[src/rtl/map_index_fetch_pkg.sv]
// map_pkg: shared map geometry, palette index type and pipeline sideband record.
package map_pkg;
  localparam int MAP_W  = 320;
  localparam int MAP_H  = 240;
  localparam int ADDR_W = 17;
  typedef logic [3:0] pix_index_t;
  typedef struct packed {
    logic hs;
    logic vs;
    logic de;
    logic in_map;
  } vga_side_t;
  localparam vga_side_t SIDE_RESET = '{hs: 1'b1, vs: 1'b1, de: 1'b0, in_map: 1'b0};
endpackage

[src/rtl/vga_delay_line.sv]
// vga_delay_line: fixed-depth shift register with synchronous reset to RESET_VAL.
module vga_delay_line #(
  parameter int WIDTH = 4,
  parameter int DEPTH = 2,
  parameter logic [WIDTH-1:0] RESET_VAL = '0
) (
  input  logic             clk,
  input  logic             rst,
  input  logic [WIDTH-1:0] d,
  output logic [WIDTH-1:0] q
);
  logic [WIDTH-1:0] sr [DEPTH];
  always_ff @(posedge clk) begin
    if (rst) begin
      for (int i = 0; i < DEPTH; i++) sr[i] <= RESET_VAL;
    end else begin
      sr[0] <= d;
      for (int i = 1; i < DEPTH; i++) sr[i] <= sr[i-1];
    end
  end
  assign q = sr[DEPTH-1];
endmodule

[src/rtl/map_index_fetch.sv]
// map_index_fetch: raster coords to map-ROM address, palette index capture and
// sync delay so index and syncs reach the palette LUT on the same cycle.
module map_index_fetch #(
  parameter int H_ACTIVE = 640,
  parameter int V_ACTIVE = 480,
  parameter int MAP_W = map_pkg::MAP_W,
  parameter int MAP_H = map_pkg::MAP_H,
  parameter int SCALE_SHIFT = 1,
  parameter int ADDR_W = map_pkg::ADDR_W,
  parameter int ROM_LATENCY = 1,
  parameter logic [3:0] BORDER_INDEX = 4'h0
) (
  input  logic              Clk,
  input  logic              Reset,
  input  logic [9:0]        draw_x,
  input  logic [9:0]        draw_y,
  input  logic              de_in,
  input  logic              hs_in,
  input  logic              vs_in,
  output logic [ADDR_W-1:0] rom_addr,
  input  logic [3:0]        rom_q,
  output logic [3:0]        palette_index,
  output logic              index_valid,
  output logic              hs_out,
  output logic              vs_out,
  output logic              de_out,
  output logic              frame_start
);
  import map_pkg::*;
  if (ROM_LATENCY < 1 || ROM_LATENCY > 2 || H_ACTIVE < 1 || V_ACTIVE < 1) begin : g_param_check
    $error("map_index_fetch: unsupported parameter set");
  end
  logic [9:0] mx, my;
  logic       in_map;
  vga_side_t  side_a, side_d;
  pix_index_t idx_next;
  always_comb begin
    mx = draw_x >> SCALE_SHIFT;
    my = draw_y >> SCALE_SHIFT;
    in_map = (32'(mx) < 32'(MAP_W)) && (32'(my) < 32'(MAP_H));
    side_a = '{hs: hs_in, vs: vs_in, de: de_in, in_map: in_map};
    idx_next = side_d.de ? (side_d.in_map ? rom_q : BORDER_INDEX) : '0;
  end
  // Stage A register plus ROM_LATENCY stages keeps the sideband level with rom_q.
  vga_delay_line #(
    .WIDTH(4),
    .DEPTH(ROM_LATENCY + 1),
    .RESET_VAL(SIDE_RESET)
  ) u_side (
    .clk(Clk),
    .rst(Reset),
    .d(side_a),
    .q(side_d)
  );
  // vs_out doubles as the previous-vs register for the frame_start edge detect.
  always_ff @(posedge Clk) begin
    if (Reset) begin
      rom_addr      <= '0;
      palette_index <= '0;
      index_valid   <= 1'b0;
      de_out        <= 1'b0;
      hs_out        <= 1'b1;
      vs_out        <= 1'b1;
      frame_start   <= 1'b0;
    end else begin
      rom_addr      <= (de_in && in_map) ? ADDR_W'(32'(my) * 32'(MAP_W) + 32'(mx)) : '0;
      palette_index <= idx_next;
      index_valid   <= side_d.de;
      de_out        <= side_d.de;
      hs_out        <= side_d.hs;
      vs_out        <= side_d.vs;
      frame_start   <= vs_out & ~side_d.vs;
    end
  end
endmodule

[config.mk]
export PLATFORM = sky130hd
export DESIGN_NAME = map_index_fetch
export DESIGN_NICKNAME = d
export VERILOG_FILES = /design/src/rtl/map_index_fetch_pkg.sv /design/src/rtl/vga_delay_line.sv /design/src/rtl/map_index_fetch.sv
export SDC_FILE = /design/constraint.sdc
export NUM_CORES = 1
export LEC_CHECK = 0
export CORE_MARGIN = 2
export CORE_UTILIZATION = 44
export DETAILED_ROUTE_END_ITERATION = 10
export PLACE_DENSITY = 0.78
export REMOVE_ABC_BUFFERS = 1
export SLEW_MARGIN = 10
export SYNTH_ARGS = -nofsm -noshare
export SYNTH_HDL_FRONTEND = slang
export SYNTH_SLANG_ARGS = --single-unit
[constraint.sdc]
create_clock -name Clk -period 2.92 [get_ports Clk]
set_input_delay 0.438 -clock Clk [delete_from_list [all_inputs] [get_ports Clk]]
set_output_delay 0.438 -clock Clk [all_outputs]
set_load 0.005 [all_outputs]
==> impl_metrics.tcl, run 1 <==
set metrics [dict create \
    final_common_cell "clkdlybuf4s50_1" \
    insertedDiodeCount 0 \
    vias 1377 \
    core-area_sq_um 3360 \
    area_growth_pct 51.1 \
    finalMaxSlewViolations 0 \
    routed_via_density 4.97 \
    finalClockSkew_ns 0.00344 \
    dp_hpwl_um 2780 \
    hp-class "reg -> reg" \
    rsz0062_at_grt "false" \
    drc_errors 0 \
    pin_count 55 \
    numPortBuffers 52 \
    period_minus_slack_ns 2.78 \
    holdWs_ns 0.424 \
    tritoncts "built" \
    grt_pass1_wl_um 6030 \
    clk_pin_slew_ns 0.09 \
    p_leak_uw 0.00107 \
    irDropWorstVdd_mv 0.171 \
    syn_inst 157 \
    worstSetupPathType "in -> reg" \
    ys_ff_latch 33 \
    rows 21 \
    layout_common_cells "50 x clkdlybuf4s50_1, 33 x dfxtp_1, 18 x buf_4" \
    timing.rr.start "u_side.sr[0][5]$_SDFF_PP0_" \
    final_nets 278 \
    ys_seq_area_share_pct 42.3 \
    drive_gt1_share_pct 18.6 \
    grt_antenna_before_repair 0 \
    gp_congestion 0.775 \
    synth_area_sq_um 1560 \
    max-slew-margin-rel_pct 79.9 \
    cts_buffers 5 \
    grt_max_degree 11 \
    grt_overflow 0 \
    cts-root-buf "clkbuf_4" \
    die-area_sq_um 4040 \
    multi_input_area_sq_um 873 \
    die_w_um 63.6 \
    timing.fmax_mhz 360 \
    cp_max_fo 4 \
    cp-start-kind "primary input" \
    yosysWarningCount 0 \
    grt_usage_pct 18.9 \
    grt_pass1_vias 1378 \
    num-fill-cells 291 \
    cp-end-kind "flip-flop" \
    finalCritPeriodShare_pct 95.3 \
    firstDrtPassIters 4 \
    syn_avg_cell_area_sq_um 9.95 \
    seqCellArea_sq_um 661 \
    worst_pin_slew_ns 0.301 \
    cts.sinks 33 \
    synth_cell_types 37 \
    ant_nets 0 \
    hp-start "u_side.sr[0][7]$_SDFF_PP1_" \
    start_util_pct 46.4 \
    wl_um 3360 \
    htreeDepth 2 \
    cp_data_required_time_ns 3.19 \
    cts_buffer_depth 2 \
    setup_violations 0 \
    outcome "finished, final reports clean" \
    cts_setup_buffers 0 \
    drt_iter0_markers 35 \
    arrival_ns 3.05 \
    power_density_nw_per_um2 462 \
    finalHoldViolations 0 \
    insertion_delay_ns 0.33 \
    crit_start "draw_y[3]" \
    die_h_um 63.6 \
    design_area_sq_um 2360 \
    place_area_sq_um 2260 \
    cap_violations 0 \
    wl_per_cell_um 12.1 \
]
-- cell usage after synthesis --
library cell | n | share of area, %
clkbuf_1 | 3 | 0.72
a21o_1 | 2 | 0.96
fa_1 | 2 | 2.6
nor2b_1 | 5 | 2.0
nand2_1 | 6 | 1.4
a31o_2 | 1 | 0.56
o21a_1 | 1 | 0.48
nand4_1 | 2 | 0.80
o211ai_1 | 2 | 0.96
nor3_1 | 1 | 0.32
a211o_2 | 2 | 1.3
dfxtp_1 | 33 | 42
nand3b_1 | 1 | 0.48
and2_1 | 1 | 0.40
or3b_2 | 1 | 0.56
a22oi_1 | 1 | 0.48
o211a_1 | 1 | 0.64
ha_1 | 17 | 14
xnor2_1 | 4 | 2.2
a2111o_1 | 1 | 0.72
nor2_1 | 9 | 2.2
xor2_1 | 2 | 1.1
and3_1 | 14 | 5.6
a21oi_1 | 10 | 3.2
nor3b_1 | 1 | 0.48
inv_1 | 6 | 1.4
nor4b_2 | 1 | 0.96
nand2b_1 | 1 | 0.40
mux2i_1 | 2 | 1.3
buf_4 | 1 | 0.48
o21ai_0 | 6 | 1.9
a311oi_1 | 1 | 0.56
a21o_2 | 1 | 0.56
and4b_2 | 1 | 0.72
or2_2 | 9 | 3.6
or3_1 | 4 | 1.6
nand3_1 | 1 | 0.32
-- through the flow --
stage / TNS, ns / cells / utilization [%] / total power, uW / setup WS (ns)
3_3_place_gp: -1.15 / 269 / 67.1 / 738 / -0.305
5_1_grt: 0 / 277 / 70.2 / 1160 / 0.0379
4_1_cts: 0 / 277 / 69.6 / 1100 / 0.000309
3_5_place_dp: -1.40 / 269 / 67.1 / 749 / -0.365
2_1_floorplan: 0 / 153 / - / 621 / 0.183
6_report: 0 / 277 / 70.2 / 1090 / 0.139
-- cell type report --
| type | count | share of cell area (%) |
|---|---|---|
| Timing Repair Buffer | 70 | 28.0 |
| Inverter | 6 | 0.954 |
| Multi-Input combinational cell | 114 | 37.0 |
| Clock inverter | 1 | 1.27 |
| Tap cell | 46 | 2.44 |
| Clock buffer | 7 | 2.33 |
| Sequential cell | 33 | 28.0 |
-- worst paths after layout --
| kind | endpoint | slack (ns) | depth (start not counted) |
|---|---|---|---|
| hold / removal | hs_out$_SDFF_PP1_ | 0.42 | 1 |
| hold reg to reg | hs_out$_SDFF_PP1_ | 0.42 | 1 |
| setup reg to reg | palette_index[3]$_SDFF_PP0_ | 2.12 | 2 |
| setup / recovery | rom_addr[16]$_SDFF_PP0_ | 0.14 | 8 |
-- per-layer routing --
layer	GRT usage [%]	wire length [um]
met4	6.79	42
met1	21.7	1400
met3	4.46	216
met2	34.1	1690
met5	0	0
-- registers in the layout (all words and copies together) (netlist names) --
| signal | flops |
|---|---|
| rom_addr | 17 |
| hs_out | 1 |
| vs_out | 1 |
| palette_index | 4 |
| u_side.sr | 8 |
| frame_start | 1 |
| de_out | 1 |
-- cells by family after synthesis --
| logic type | synth area share [%] |
|---|---|
| AOI/OAI and AO/OA | 12.3 |
| xor gates and xnor gates | 3.37 |
| adders and majority gates | 16.2 |
| buffers and inverters | 2.64 |
| DFF | 42.3 |
| muxes | 1.28 |
| and+or+nand+nor | 21.9 |
-- critical path, cell delays in order --
cell,delay [ns]
clkdlybuf4s50_1,0.44
ha_1,0.20
ha_2,0.19
fa_2,0.39
a211o_2,0.35
a2111o_1,0.51
nor4b_4,0.33
mux2i_1,0.21
-- timing repair --
action,4_1_cts,5_1_grt
pin swaps,1,3
hold buffers,0,0
setup endpoints to repair,1,4
gates resized for setup,0,5
-- power by group --
| group | switching (uW) | internal (uW) |
|---|---|---|
| combinational | 123 | 156 |
| clock | 140 | 204 |
| sequential | 3.44 | 463 |
No activity file was read; power rests on OpenSTA's default activity.
==> run 2, diff against run 1 <==
--- a/config.mk
+++ b/config.mk
@@ -6,9 +6,11 @@
 export NUM_CORES = 1
 export LEC_CHECK = 0
 export CORE_MARGIN = 2
-export CORE_UTILIZATION = 44
+export CORE_UTILIZATION = 60
+export CTS_CLUSTER_SIZE = 14
 export DETAILED_ROUTE_END_ITERATION = 10
-export PLACE_DENSITY = 0.78
+export DONT_BUFFER_PORTS = 1
+export PLACE_DENSITY = 0.76
 export REMOVE_ABC_BUFFERS = 1
 export SLEW_MARGIN = 10
 export SYNTH_ARGS = -nofsm -noshare
==> run 2 against run 1 <==
Compared with the run above: via count down 21%; first-iteration DRC count fell by 71%; non-clock buffer count is 70 lower; count of clock-buffer cells in the layout is the same; design area down 31%; critical path type unchanged; hold slack lost 0.25 ns; register-to-register slack worse by 0.02 ns; worst setup slack gained 0.26 ns; clock power fell by 29%; sequential power about the same; utilization fell by 4.2 points.
==> impl_metrics.tcl, run 2 (synthesis results as in run 1) <==
set metrics [dict create \
    grt_max_degree 12 \
    core-area_sq_um 2480 \
    outcome "finished, final reports clean" \
    rsz0062_at_grt "false" \
    top_regs "rom_addr x17, u_side.sr x8, palette_index x4" \
    vias 1092 \
    cp-start-kind "primary input" \
    grt_usage_pct 20.5 \
    power_density_nw_per_um2 544 \
    clk_pin_slew_ns 0.09 \
    routed_via_density 5.75 \
    cap_violations 0 \
    tns_ns 0 \
    grt_pass1_vias 1028 \
    grt_overflow 0 \
    holdBufCountCts 0 \
    postLayoutCoreUtil_pct 66.0 \
    layout_common_cells "33 x dfxtp_1, 17 x ha_1, 14 x and3_1" \
    worst_pin_slew_ns 0.507 \
    top_register "rom_addr" \
    insertedDiodeCount 0 \
    dp_hpwl_um 2170 \
    grt_pass1_wl_um 4340 \
    final_nets 208 \
    finalMaxSlewViolations 0 \
    htreeDepth 2 \
    drt_iter0_markers 10 \
    hp-class "in -> reg" \
    finalCritPeriodShare_pct 86.4 \
    finalClockSkew_ns 0.00603 \
    fin_cells 190 \
    cts-root-buf "clkbuf_4" \
    place_area_sq_um 1580 \
    irDropWorstVdd_mv 0.392 \
    die_h_um 55.0 \
    wl_um 2690 \
    holdWs_ns 0.170 \
    worstSetupPathType "in -> reg" \
    start_util_pct 63.0 \
    ant_nets 0 \
    design_area_sq_um 1640 \
    rows 18 \
    cts_buffer_depth 2 \
    cp-end-kind "flip-flop" \
    period_minus_slack_ns 2.52 \
    insertion_delay_ns 0.32 \
    finalHoldViolations 0 \
    arrival_ns 2.73 \
    cts.sinks 33 \
    die-area_sq_um 3030 \
    cp_max_fo 5 \
    p_leak_uw 0.000750 \
    die_w_um 55.0 \
    drc_errors 0 \
    final_common_cell "dfxtp_1" \
    setup_violations 0 \
    timing.fmax_mhz 396 \
    grt_antenna_before_repair 0 \
    tritoncts "built" \
    max-slew-margin-rel_pct 66.0 \
    area_growth_pct 4.73 \
    cts_buffers 5 \
    drive_gt1_share_pct 13.8 \
    gp_congestion 0.841 \
    multi_input_area_sq_um 860 \
    pin_count 55 \
    largest_reg_flops 17 \
    wl_per_cell_um 14.1 \
    dp_cells 183 \
    seqCellArea_sq_um 661 \
    cp_data_required_time_ns 3.13 \
    num-fill-cells 210 \
    cts_resized 0 \
    firstDrtPassIters 4 \
    cts_setup_buffers 0 \
    numPortBuffers 0 \
]
-- run 2: cell count changes in the layout (fill, tap and decap cells not counted), sizes merged --
cell           delta
bufinv            -1
buf              -18
clkdlybuf4s50    -50
dlymetal6s2s      -2
-- run 2: path summary, 6_finish.rpt --
check                                   from                           to  slack, ns  cells past startpoint
setup / recovery                   draw_y[2]      rom_addr[15]$_SDFF_PP0_       0.40                      8
hold reg to reg   u_side.sr[0][7]$_SDFF_PP1_            hs_out$_SDFF_PP1_       0.41                      1
setup reg to reg  u_side.sr[0][5]$_SDFF_PP0_  palette_index[0]$_SDFF_PP0_       2.10                      2
hold / removal                         Reset   u_side.sr[0][1]$_SDFF_PP0_       0.17                      1
-- run 2: routing by layer --
metal | track usage (%) | up-vias | wire length (um)
li1 | - | 558 | -
met1 | 21.4 | 490 | 1110
met2 | 36.7 | 38 | 1320
met3 | 6.99 | 6 | 201
met4 | 9.76 | 0 | 54
met5 | 0 | - | 0
-- run 2: report_power, final --
part	internal [uW]	switching, uW
Combinational	80.5	94.2
Sequential	463	5.53
Clock	113	133
-- run 2: critical path, stage by stage --
cell,delay (ns)
ha_1,0.28
ha_1,0.23
fa_1,0.46
a211o_2,0.39
and4b_2,0.21
a311oi_1,0.46
or2_2,0.20
mux2i_1,0.05
-- run 2: area by class of cell --
class                   count  share of cell area [%]
clock buffers               7                    3.37
flip-flops and latches     33                    40.4
multi-input cells         114                    52.6
well taps                  30                    2.30
inverters                   6                    1.38
-- run 2: metrics by stage --
stage,power (uW),setup slack (ns)
finish,890,0.398
global route,939,0.291
CTS,899,0.405
detailed placement,653,0.0495
global placement,645,0.0842
floorplan,621,0.183
